--- config.mk ---
export PLATFORM = sky130hd
export DESIGN_NAME = bcd_gate_ctrl
export DESIGN_NICKNAME = d
export VERILOG_FILES = /design/src/rtl/fm_pkg.sv /design/src/rtl/cycle_timer.sv /design/src/rtl/bcd_gate_ctrl.sv
export SDC_FILE = /design/constraint.sdc
export NUM_CORES = 1
export LEC_CHECK = 0
export CAP_MARGIN = 20
export CORE_ASPECT_RATIO = 2
export CORE_UTILIZATION = 50
export DETAILED_ROUTE_END_ITERATION = 10
export PLACE_DENSITY_LB_ADDON = 0.08
export REMOVE_ABC_BUFFERS = 1
export SLEW_MARGIN = 20
export SYNTH_ARGS = -nofsm -noshare
export SYNTH_HDL_FRONTEND = slang
export SYNTH_HIERARCHICAL = 1
export SYNTH_SLANG_ARGS = --single-unit
--- constraint.sdc ---
create_clock -name clk -period 3.91 [get_ports clk]
set_clock_uncertainty 0.1 [all_clocks]
set_input_delay 0.5865 -clock clk [delete_from_list [all_inputs] [get_ports clk]]
set_output_delay 0.5865 -clock clk [all_outputs]
set_load 0.005 [all_outputs]
--- src/rtl/fm_pkg.sv ---
// rtl/fm_pkg.sv - shared types and defaults for the frequency-meter gate sequencer
package fm_pkg;

  typedef enum logic [2:0] {
    IDLE,
    CLEAR,
    GATE,
    SETTLE,
    HOLD
  } gate_state_t;

  localparam int unsigned DEF_GATE_CYCLES   = 50_000_000;
  localparam int unsigned DEF_SETTLE_CYCLES = 4;
  localparam int unsigned DEF_HOLD_CYCLES   = 50_000_000;

  typedef logic [15:0] bcd4_t;

  function automatic int unsigned max3(input int unsigned a, input int unsigned b,
                                       input int unsigned c);
    int unsigned m;
    m = (a > b) ? a : b;
    return (m > c) ? m : c;
  endfunction

endpackage

--- src/rtl/cycle_timer.sv ---
// rtl/cycle_timer.sv - loadable down-counter; done while the count is zero
module cycle_timer #(
  parameter int unsigned W = 8
) (
  input  logic         clk,
  input  logic         rst_n,
  input  logic         load,
  input  logic [W-1:0] load_val,
  output logic         done
);

  logic [W-1:0] r_count;

  always_ff @(posedge clk or negedge rst_n) begin
    if (!rst_n) begin
      r_count <= '0;
    end else if (load) begin
      r_count <= load_val;
    end else if (r_count != '0) begin
      r_count <= r_count - 1'b1;
    end
  end

  assign done = (r_count == '0);

endmodule

--- src/rtl/bcd_gate_ctrl.sv ---
// rtl/bcd_gate_ctrl.sv - clear/gate/settle/hold sequencer latching the BCD counter result
module bcd_gate_ctrl
  import fm_pkg::*;
#(
  parameter int unsigned GATE_CYCLES   = DEF_GATE_CYCLES,
  parameter int unsigned SETTLE_CYCLES = DEF_SETTLE_CYCLES,
  parameter int unsigned HOLD_CYCLES   = DEF_HOLD_CYCLES
) (
  input  logic        clk,
  input  logic        rst_n,
  input  logic        run,
  input  logic [15:0] count_in,
  input  logic        ovf_in,
  output logic        cnt_clear,
  output logic        cnt_enable,
  output logic [15:0] result,
  output logic        result_ovf,
  output logic        result_valid,
  output logic        busy
);

  localparam int unsigned TW = $clog2(max3(GATE_CYCLES, SETTLE_CYCLES, HOLD_CYCLES)) + 1;

  gate_state_t r_state;
  gate_state_t w_next;
  logic        w_load;
  logic [TW-1:0] w_load_val;
  logic        w_done;
  logic        w_latch;

  logic        r_cnt_clear;
  logic        r_cnt_enable;
  logic        r_busy;
  bcd4_t       r_result;
  logic        r_result_ovf;
  logic        r_result_valid;
  logic        r_sticky_ovf;

  cycle_timer #(.W(TW)) u_timer (
    .clk      (clk),
    .rst_n    (rst_n),
    .load     (w_load),
    .load_val (w_load_val),
    .done     (w_done)
  );

  // Timer is loaded with N-1 on entry so that done marks the last cycle of the state.
  always_comb begin
    w_next     = r_state;
    w_load     = 1'b0;
    w_load_val = '0;
    w_latch    = 1'b0;
    case (r_state)
      IDLE: begin
        if (run) w_next = CLEAR;
      end
      CLEAR: begin
        if (!run) begin
          w_next = IDLE;
        end else begin
          w_next     = GATE;
          w_load     = 1'b1;
          w_load_val = TW'(GATE_CYCLES - 1);
        end
      end
      GATE: begin
        if (!run) begin
          w_next = IDLE;
        end else if (w_done) begin
          w_next     = SETTLE;
          w_load     = 1'b1;
          w_load_val = TW'(SETTLE_CYCLES - 1);
        end
      end
      SETTLE: begin
        if (!run) begin
          w_next = IDLE;
        end else if (w_done) begin
          w_next     = HOLD;
          w_load     = 1'b1;
          w_load_val = TW'(HOLD_CYCLES - 1);
          w_latch    = 1'b1;
        end
      end
      HOLD: begin
        if (w_done) w_next = run ? CLEAR : IDLE;
      end
      default: w_next = IDLE;
    endcase
  end

  // Port-facing bits are registered from the next state so cnt_clear stays glitch-free.
  always_ff @(posedge clk or negedge rst_n) begin
    if (!rst_n) begin
      r_state        <= IDLE;
      r_cnt_clear    <= 1'b0;
      r_cnt_enable   <= 1'b0;
      r_busy         <= 1'b0;
      r_result       <= '0;
      r_result_ovf   <= 1'b0;
      r_result_valid <= 1'b0;
      r_sticky_ovf   <= 1'b0;
    end else begin
      r_state        <= w_next;
      r_cnt_clear    <= (w_next == CLEAR);
      r_cnt_enable   <= (w_next == GATE);
      r_busy         <= (w_next != IDLE);
      r_result_valid <= w_latch;
      if (w_latch) begin
        r_result     <= count_in;
        r_result_ovf <= r_sticky_ovf | ovf_in;
      end
      if (r_state == CLEAR) begin
        r_sticky_ovf <= 1'b0;
      end else if (r_state == GATE || r_state == SETTLE) begin
        r_sticky_ovf <= r_sticky_ovf | ovf_in;
      end
    end
  end

  assign cnt_clear    = r_cnt_clear;
  assign cnt_enable   = r_cnt_enable;
  assign busy         = r_busy;
  assign result       = r_result;
  assign result_ovf   = r_result_ovf;
  assign result_valid = r_result_valid;

endmodule

# ---- Word-level counts from Yosys, hierarchy flattened
# Cells that the tools add are included.
dict set report classes {
  n_addsub 1
  reduce_logical 8
  bitwise_logic 1
  muxes 24
  eq_ne 6
}
# op n
set ops {}
lappend ops {{26-bit two-way mux} 3}
lappend ops {{26-bit one-hot mux with 3 select lines} 1}
lappend ops {{27-bit two-way mux} 2}
lappend ops {{27-bit logical NOT} 1}
lappend ops {{27-bit nonzero test} 1}
lappend ops {{27-bit by 1-bit subtractor with 27-bit output, second input constant} 1}
lappend ops {{3-bit two-way mux} 6}
lappend ops {{3-bit one-hot mux with 5 select lines} 1}
lappend ops {{3-bit by 2-bit == test with 1-bit output, second input constant} 3}
lappend ops {{1-bit two-way mux} 7}
lappend ops {{3-bit by 1-bit == test with 1-bit output, second input constant} 2}
lappend ops {{2-bit two-way mux} 3}
lappend ops {{2-bit nonzero test} 2}
lappend ops {{3-bit == test, second input constant} 1}
lappend ops {{3-bit logical NOT} 1}
lappend ops {{3-bit nonzero test} 1}
lappend ops {{1-bit one-hot mux with 2 select lines} 1}
lappend ops {{2-bit OR reduction} 1}
lappend ops {{1-bit logical OR} 1}
lappend ops {{1-bit OR} 1}
dict set report word_totals {
  inputBits 20
  regBits 52
}

# ---- Logic depth before layout (Yosys ltp)
# Gate-level depths: netlist of the first run.
dict set report logic_depth {
  word_depth 5
  mapped_depth 13
  depth_no_buf 11
}

# ---- By module
# The synthesis of the first run kept the hierarchy.
# mod instances cells_each seq_area_each_um2 area_per_inst_um2
set modules_own_cells {}
lappend modules_own_cells {cycle_timer 1 178 675.6 1627.8}
lappend modules_own_cells {bcd_gate_ctrl 1 75 625.6 1086.0}

# ---- Worst setup path before layout of the first run
# OpenSTA, ideal clock, no wires.
dict set report synth_timing {
  kind {register -> register}
  from {register u_timer.r_count[0]}
  to {register u_timer.r_count[25]}
  required_time_ns 3.716
  path_slack_ns 0.763
  t_arrival_ns 2.952
  setup_time_ns 0.094
  stages_incl_launch_ff 11
  period_less_slack_ns 3.147
  path_cell_list {dfrtp_1 > inv_1 > ha_1 > or3b_1 > nor4b_4 > and3_1 > buf_2 > nor2b_1 > nor3_1 > nor2_1 > a211oi_1}
}
dict set report synth_between {
  elab_chain_cells 5
}
# item line
set synth_rtl {}
lappend synth_rtl {{start: declaration} cycle_timer.sv:12} ;# logic [W-1:0] r_count;
lappend synth_rtl {{start signal: assignment} cycle_timer.sv:18} ;# r_count <= load_val;
lappend synth_rtl {{start signal: assignment} cycle_timer.sv:20} ;# r_count <= r_count - 1'b1;
lappend synth_rtl {{27-bit logical NOT *} cycle_timer.sv:24} ;# assign done = (r_count == '0);
lappend synth_rtl {{net w_done} bcd_gate_ctrl.sv:28} ;# logic w_done;
lappend synth_rtl {{26-bit two-way mux or 1-bit two-way mux (tied branches)} {bcd_gate_ctrl.sv:78, bcd_gate_ctrl.sv:69}}
lappend synth_rtl {{26-bit two-way mux or 1-bit two-way mux (tied branches)} bcd_gate_ctrl.sv:76} ;# if (!run) begin
lappend synth_rtl {{26-bit one-hot mux with 3 select lines or 1-bit one-hot mux with 2 select lines (tied branches)} bcd_gate_ctrl.sv:53} ;# case (r_state)
lappend synth_rtl {{27-bit two-way mux or 2-bit nonzero test (tied branches)} -}
# The timed path passes the listed nets; every way through them passes the cells marked *. The select of a mux whose other input is x is not followed.
# A chain may end at the register's enable or synchronous reset.

# ---- Worst setup path in the final report of the first run
dict set report layout_timing {
  from {register u_timer.r_count[0]}
  to {register u_timer.r_count[25]}
}
dict set report layout_between {
  elab_chain_cells 5
}
# item line
set layout_rtl {}
lappend layout_rtl {{27-bit logical NOT *} cycle_timer.sv:24}
lappend layout_rtl {{net w_done} bcd_gate_ctrl.sv:28}
lappend layout_rtl {{1-bit two-way mux *} {bcd_gate_ctrl.sv:69, bcd_gate_ctrl.sv:78}}
lappend layout_rtl {{1-bit two-way mux *} bcd_gate_ctrl.sv:76}
lappend layout_rtl {{1-bit one-hot mux with 2 select lines *} bcd_gate_ctrl.sv:53}
lappend layout_rtl {{net w_load} bcd_gate_ctrl.sv:26} ;# logic w_load;
lappend layout_rtl {{27-bit two-way mux or 2-bit nonzero test (tied branches)} -}
# Marked as above.

==> impl_metrics.tcl, run 1 <==
set metrics [dict create \
    drt_iter0_drc 25 \
    post_route_cells_drive_above_1_share 0.149 \
    dieArea_mm2 0.00574 \
    grt.overflow.total 0 \
    post-route-drc-count 0 \
    largest_net_degree_at_the_start_of_global_routing 29 \
    worst_setup_path_end_kind "register" \
    timing.critical_path.fanout_max 21 \
    hold_buffers 0 \
    detail_route.wl_per_cell_um 16.0 \
    status "completed" \
    starting_utilization_of_the_core_area 0.523 \
    clock_period_minus_final_worst_setup_slack_ns 3.28 \
    master_cell_of_the_clock_root_buffer "clkbuf_8" \
    core_region_area_mm2 0.00518 \
    place.gp.congestion 0.926 \
    cpLargestDelayFamily "simple AND/OR/NAND/NOR gates" \
    maxCapViolations 0 \
    floorplan.rows 37 \
    synthSimpleGateAreaFrac 0.221 \
    power.ir.vdd_worst_v 0.000329 \
    clk_latency_ns 0.31 \
    power.static_leakage_uw 0.00134 \
    most_utilized_layer_in_the_global_route_result "met2" \
    register_clock_pin_slew_on_the_reported_worst_setup_and_hold_paths_ns 0.09 \
    netlist_area_mm2 0.00271 \
    synth_cells 253 \
    grt_use_met2 0.402 \
    ys_async_sr_fraction 1.00 \
    crit_path_max_incr_delay_ns 0.51 \
    detailedRoute.firstPassIterationCount 4 \
    max_slew_margin_vs_limit 0.500 \
    cp_data_arrival_time_ns 3.40 \
    pwr_density_cell_mw_per_mm2 498 \
    syn_area_per_cell_um2 10.7 \
    track_usage 0.229 \
    antenna_found_initial 0 \
    critical_path_source_type "register" \
    muxShareOfSynthArea 0.104 \
    n_antenna_cell 0 \
    synth_top_family_by_area "simple AND/OR/NAND/NOR gates" \
    wire_length_of_the_first_global_routing_pass_mm 9.48 \
    yosysSeqAreaShare 0.479 \
    routed_wirelength_mm 5.79 \
    synth_xor_area_frac 0.0581 \
    cts.htree.levels 2 \
    synth_compound_area_frac 0.101 \
    finish.utilization 0.634 \
    die_height_um 106 \
    number_of_global_route_vias_before_repair 2036 \
    slew_viol_final 0 \
    worstHoldPathType "input port to async pin" \
    numClockSinks 52 \
    worst_tran_pin_value_ns 0.745 \
    power_uw 1640 \
    die-width_um 54.1 \
    portBuffers 40 \
    via_count 2043 \
    grt_util_met3 0.0401 \
    yosysWarningCount 6 \
    critical_path_cell_by_cell "inv_1 > ha_1 > or3b_1 > nor4b_4 > and3_1 > mux2i_1 > nor2_1 > clkinv_1 > nand2_1 > nor4_4 > a211oi_1" \
    timing.setup.critical_path_class "register to register" \
    cts-resized-gates 0 \
    finalNetCount 325 \
    gr-usage-met1 0.244 \
    floorplan.io_pins 41 \
    finalHoldViolCount 0 \
    critical_path.slowest_cell "clkinv_1" \
    synth_edf_count 0 \
    layout-area-overhead-vs-synth_pct 21.2 \
    synth_top_flop_cell "dfrtp_1" \
    ctsLongestPathBuffers 2 \
    timing.final.crit_share 0.840 \
    data_required_time_at_the_worst_endpoint_ns 4.03 \
    via_per_inst 5.66 \
    post_cts.repair.setup_buffers 0 \
    cts_bufs_inserted 5 \
    report.final.setup_viol 0 \
    grt_setup_unrepaired "no" \
    tritoncts "built" \
    synth-adder-area-share 0.00461 \
    detailed_place_hpwl_mm 4.36 \
    crit_buf_inv 2 \
    flip_flop_and_latch_count_after_synthesis 52 \
    post_synth_num_cell_types 55 \
    achievable-frequency_mhz 305 \
    antenna_left 0 \
]
## worst reg2reg max path: stages, from the launching register on
cell      delay [ns]
dfrtp_1         0.39
inv_1           0.10
ha_1            0.22
or3b_1          0.44
nor4b_4         0.34
and3_1          0.24
mux2i_1         0.09
nor2_1          0.14
clkinv_1        0.51
nand2_1         0.30
nor4_4          0.12
a211oi_1        0.21
## metal layers
| metal | up-vias | part of all wire |
|---|---|---|
| met2 | 50 | 0.56 |
| met1 | 990 | 0.37 |
| met4 | 0 | 0.030 |
| met5 | - | 0 |
| li1 | 990 | - |
| met3 | 13 | 0.035 |
## power breakdown
| part | internal, uW | leakage [uW] | switching [uW] | total, uW |
|---|---|---|---|---|
| registers | 664 | 0.000651 | 156 | 819 |
| logic | 244 | 0.000642 | 224 | 468 |
| clock network | 184 | 0.0000501 | 165 | 349 |
## cells by family after synthesis
kind of cell	count (synthesis)
DFF	52
other	1
and+or+nand+nor	101
buffers and inverters	15
muxes	23
xor gates and xnor gates	18
adders and majority gates	1
AOI/OAI and AO/OA	42
## synthesized netlist by cell type (3+ instances only)
cell,instances,area share
dfrtp_1,52,0.48
nor2_1,26,0.036
nand2_1,20,0.028
o21ai_0,14,0.026
xnor2_1,14,0.045
a211oi_1,11,0.030
nor3_1,11,0.020
mux2_2,9,0.037
nor4_1,9,0.021
mux2_4,8,0.044
mux2i_1,6,0.022
a21oi_1,5,0.0092
clkbuf_1,5,0.0069
inv_1,5,0.0069
xor2_1,4,0.013
and3_1,3,0.0069
nor2b_1,3,0.0069
or2_2,3,0.0069
or3_1,3,0.0069
## cell usage in the layout (no fill, tap or decap), drive strengths merged, types with 11 or more instances in the layout
cell and instances:
xnor2 14, nor3 11, mux2 17, o21ai 15
nor4 11, nor2 29, a211oi 11, clkdlybuf4s50 39
nand2 20, dfrtp 52
## through the flow
| step | setup TNS (ns) | hold WS [ns] | worst slack [ns] | cells | cell area (um^2) |
|---|---|---|---|---|---|
| after floorplan | -2.13 | 0.191 | -0.162 | 252 | 2680 |
| after global placement | 0 | 0.391 | 0.801 | 355 | 3190 |
| after detailed placement | 0 | 0.396 | 0.654 | 355 | 3190 |
| after CTS | 0 | 0.207 | 0.594 | 361 | 3290 |
| after global routing | 0 | 0.248 | 0.359 | 361 | 3290 |
| final | 0 | 0.192 | 0.627 | 361 | 3290 |
## sequential cells by signal, indices dropped and copies added, names as in the netlist
signal and count:
busy 1, cnt_clear 1, cnt_enable 1, r_state 3, r_sticky_ovf 1, result 16
result_ovf 1, result_valid 1, u_timer/r_count 27
## final cells by class
cell class | instances | area (um^2)
Sequential cell | 52 | 1300
Tap cell | 58 | 72.6
Timing Repair Buffer | 45 | 433
Multi-Input combinational cell | 194 | 1360
Clock buffer | 5 | 68.8
Fill cell | 442 | 1900
Clock inverter | 1 | 30.0
Inverter | 6 | 22.5
## path summary, 6_finish.rpt
kind,end,cells past startpoint,slack [ns],from
max,u_timer/r_count[25]$_DFFE_PN0P_,11,0.63,u_timer/r_count[0]$_DFFE_PN0P_
min,u_timer/r_count[17]$_DFFE_PN0P_,1,0.19,rst_n
max reg2reg,u_timer/r_count[25]$_DFFE_PN0P_,11,0.63,u_timer/r_count[0]$_DFFE_PN0P_
min reg2reg,result[6]$_DFFE_PN0N_,1,0.41,result[6]$_DFFE_PN0N_
max in group asynchronous,result[3]$_DFFE_PN0N_,2,2.75,rst_n
min in group clk,result[6]$_DFFE_PN0N_,1,0.41,result[6]$_DFFE_PN0N_
Power figures use the tool's default switching activity.
==> inputs of run 2 (changes only) <==
--- a/config.mk
+++ b/config.mk
@@ -7,7 +7,7 @@
 export LEC_CHECK = 0
 export CAP_MARGIN = 20
 export CORE_ASPECT_RATIO = 2
-export CORE_UTILIZATION = 50
+export CORE_UTILIZATION = 49
 export DETAILED_ROUTE_END_ITERATION = 10
 export PLACE_DENSITY_LB_ADDON = 0.08
 export REMOVE_ABC_BUFFERS = 1
==> constraint.sdc (replaced) <==
create_clock -name clk -period 2.8 [get_ports clk]
set_clock_uncertainty 0.1 [all_clocks]
set_input_delay 0.42 -clock clk [delete_from_list [all_inputs] [get_ports clk]]
set_output_delay 0.42 -clock clk [all_outputs]
set_load 0.005 [all_outputs]
==> run 2 against run 1 <==
Total power up 48%. Flip-flop and latch count did not move. Via count increased by 5.4%. Critical path depth decreased by 1. Cell count is 6.4% higher. Highest routed layer unchanged. Worst setup slack lost 0.52 ns. Die area increased by 2.0%.
==> impl_metrics.tcl, run 2 (same netlist as run 1, synthesis figures left out) <==
set metrics [dict create \
    status "completed" \
    clk_latency_ns 0.32 \
    final_cell_mix "dfrtp_1, clkdlybuf4s50_1, nor2_1" \
    critical_path.startpoint "u_timer/r_count[0]$_DFFE_PN0P_" \
    track_usage 0.231 \
    post_route_cells_drive_above_1_share 0.222 \
    master_cell_of_the_clock_root_buffer "clkbuf_8" \
    holdPathEnd "result[15]$_DFFE_PN0N_" \
    numClockSinks 52 \
    r2r_start "u_timer/r_count[0]$_DFFE_PN0P_" \
    worstHoldPathType "register to register" \
    cts_bufs_inserted 5 \
    layout-area-overhead-vs-synth_pct 30.2 \
    worst_setup_path_end_kind "register" \
    timing.setup.critical_path_class "register to register" \
    pwr_density_cell_mw_per_mm2 687 \
    die_height_um 107 \
    final_common_cell "dfrtp_1" \
    rr_worst_depth 10 \
    data_required_time_at_the_worst_endpoint_ns 2.90 \
    crit_buf_inv 2 \
    largest_register_ffs 27 \
    detailedRoute.firstPassIterationCount 4 \
    finalHoldViolCount 0 \
    ctsLongestPathBuffers 2 \
    tritoncts "built" \
    wire_length_of_the_first_global_routing_pass_mm 9.76 \
    detailed_place_hpwl_mm 4.46 \
    antenna_found_initial 0 \
    detail_route.wl_per_cell_um 16.0 \
    place_inst 367 \
    starting_utilization_of_the_core_area 0.505 \
    cpLargestDelayFamily "simple AND/OR/NAND/NOR gates" \
    total_negative_setup_slack_ns 0 \
    timing.critical_path.fanout_max 12 \
    portBuffers 40 \
    achievable-frequency_mhz 372 \
    cp_data_arrival_time_ns 2.79 \
    finish.cell_count_without_fillers 384 \
    register_clock_pin_slew_on_the_reported_worst_setup_and_hold_paths_ns 0.10 \
    power_uw 2430 \
    post-route-drc-count 0 \
    die-width_um 54.6 \
    critical_path_source_type "register" \
    finalNetCount 344 \
    registers.top_by_ff_count "u_timer/r_count" \
    via_count 2154 \
    grt.overflow.total 0 \
    place.gp.congestion 0.835 \
    worstHoldStart "result[15]$_DFFE_PN0N_" \
    critical_path_cell_by_cell "inv_1 > ha_1 > or3b_4 > nor4b_4 > and3_4 > mux2i_1 > nor2_2 > buf_8 > nor3_1 > a221o_1" \
    power.static_leakage_uw 0.00147 \
    floorplan.rows 38 \
    grt_setup_unrepaired "yes" \
    slew_viol_final 0 \
    destination_of_the_worst_register_to_register_timing_path "u_timer/r_count[22]$_DFFE_PN0P_" \
    critical_path.slowest_cell "or3b_4" \
    power.ir.vdd_worst_v 0.000621 \
    largest_net_degree_at_the_start_of_global_routing 27 \
    crit_path_max_incr_delay_ns 0.41 \
    via_per_inst 5.61 \
    number_of_global_route_vias_before_repair 2087 \
    report.final.setup_viol 0 \
    clock_period_minus_final_worst_setup_slack_ns 2.69 \
    antenna_left 0 \
    cp.depth 10 \
    maxCapViolations 0 \
    n_antenna_cell 0 \
    drt_iter0_drc 40 \
    whs_path_depth 1 \
    core_region_area_mm2 0.00537 \
    worst-r2r-setup-slack_ns 0.11 \
    routed_wirelength_mm 6.16 \
    cts.htree.levels 2 \
    timing.final.crit_share 0.961 \
    floorplan.io_pins 41 \
    dieArea_mm2 0.00586 \
]
[run 2: cell types whose count changed in the layout (fill, tap and decap cells not counted), moves of 2 or more]
cell / before / now
buf_4: 5 / 18
a211oi_1: 11 / 8
buf_12: 0 / 2
a211oi_2: 0 / 3
[run 2: power by group]
group / switching (uW) / internal (uW)
registers: 217 / 927
logic: 336 / 404
clock network: 270 / 276
[run 2: layout make-up]
class,count,area (um^2)
Inverter,6,22.5
Clock inverter,3,50.0
Timing Repair Buffer,64,632
Clock buffer,5,68.8
Multi-Input combinational cell,194,1390
Tap cell,60,75.1
Fill cell,429,1840
Sequential cell,52,1300
[run 2: how the worst max path moves through the flow]
stage	endpoint	slack (ns)
after global routing	u_timer/r_count[22]$_DFFE_PN0P_	-0.02
after detailed placement	u_timer/r_count[22]$_DFFE_PN0P_	0.05
final	u_timer/r_count[22]$_DFFE_PN0P_	0.11
after global placement	u_timer/r_count[22]$_DFFE_PN0P_	0.12
after floorplan	u_timer/r_count[10]$_DFFE_PN0P_	-1.27
after CTS	u_timer/r_count[22]$_DFFE_PN0P_	0.02
[run 2: timing repair]
item                                    in CTS  in global routing
resized for setup                            0                 11
endpoints found under the setup margin       0                 33
setup buffers                                0                  8
hold buffers                                 1                  0
endpoints found under the hold margin       18                  0
[run 2: per-stage QoR]
stage	setup slack [ns]	hold WS (ns)	area, um^2	util
floorplan	-1.27	0.0244	2680	-
global placement	0.120	0.302	3270	0.608
detailed placement	0.0539	0.294	3270	0.608
CTS	0.0158	0.427	3400	0.632
global route	-0.0244	0.439	3530	0.658
finish	0.109	0.421	3530	0.658
[run 2: worst register-to-register path, stage by stage (launching register included)]
cell and delay [ns]:
dfrtp_1 0.40, inv_1 0.09, ha_1 0.18, or3b_4 0.41, nor4b_4 0.24, and3_4 0.25
mux2i_1 0.11, nor2_2 0.23, buf_8 0.18, nor3_1 0.06, a221o_1 0.33
[run 2: layer usage]
metal  routed length (um)  track usage  vias up
met4                  189        0.101        0
met2                 3490        0.410       53
met1                 2260        0.244     1058
met3                  219       0.0482       15
met5                    0            0        -
li1                     -            -     1028
==> inputs of run 3 (changes only) <==
--- a/config.mk
+++ b/config.mk
@@ -8,6 +8,7 @@
 export CAP_MARGIN = 20
 export CORE_ASPECT_RATIO = 2
 export CORE_UTILIZATION = 49
+export CTS_CLUSTER_SIZE = 25
 export DETAILED_ROUTE_END_ITERATION = 10
 export PLACE_DENSITY_LB_ADDON = 0.08
 export REMOVE_ABC_BUFFERS = 1
==> results of run 3 <==
No change in the layout: final DEF, timing and power equal those of run 2.
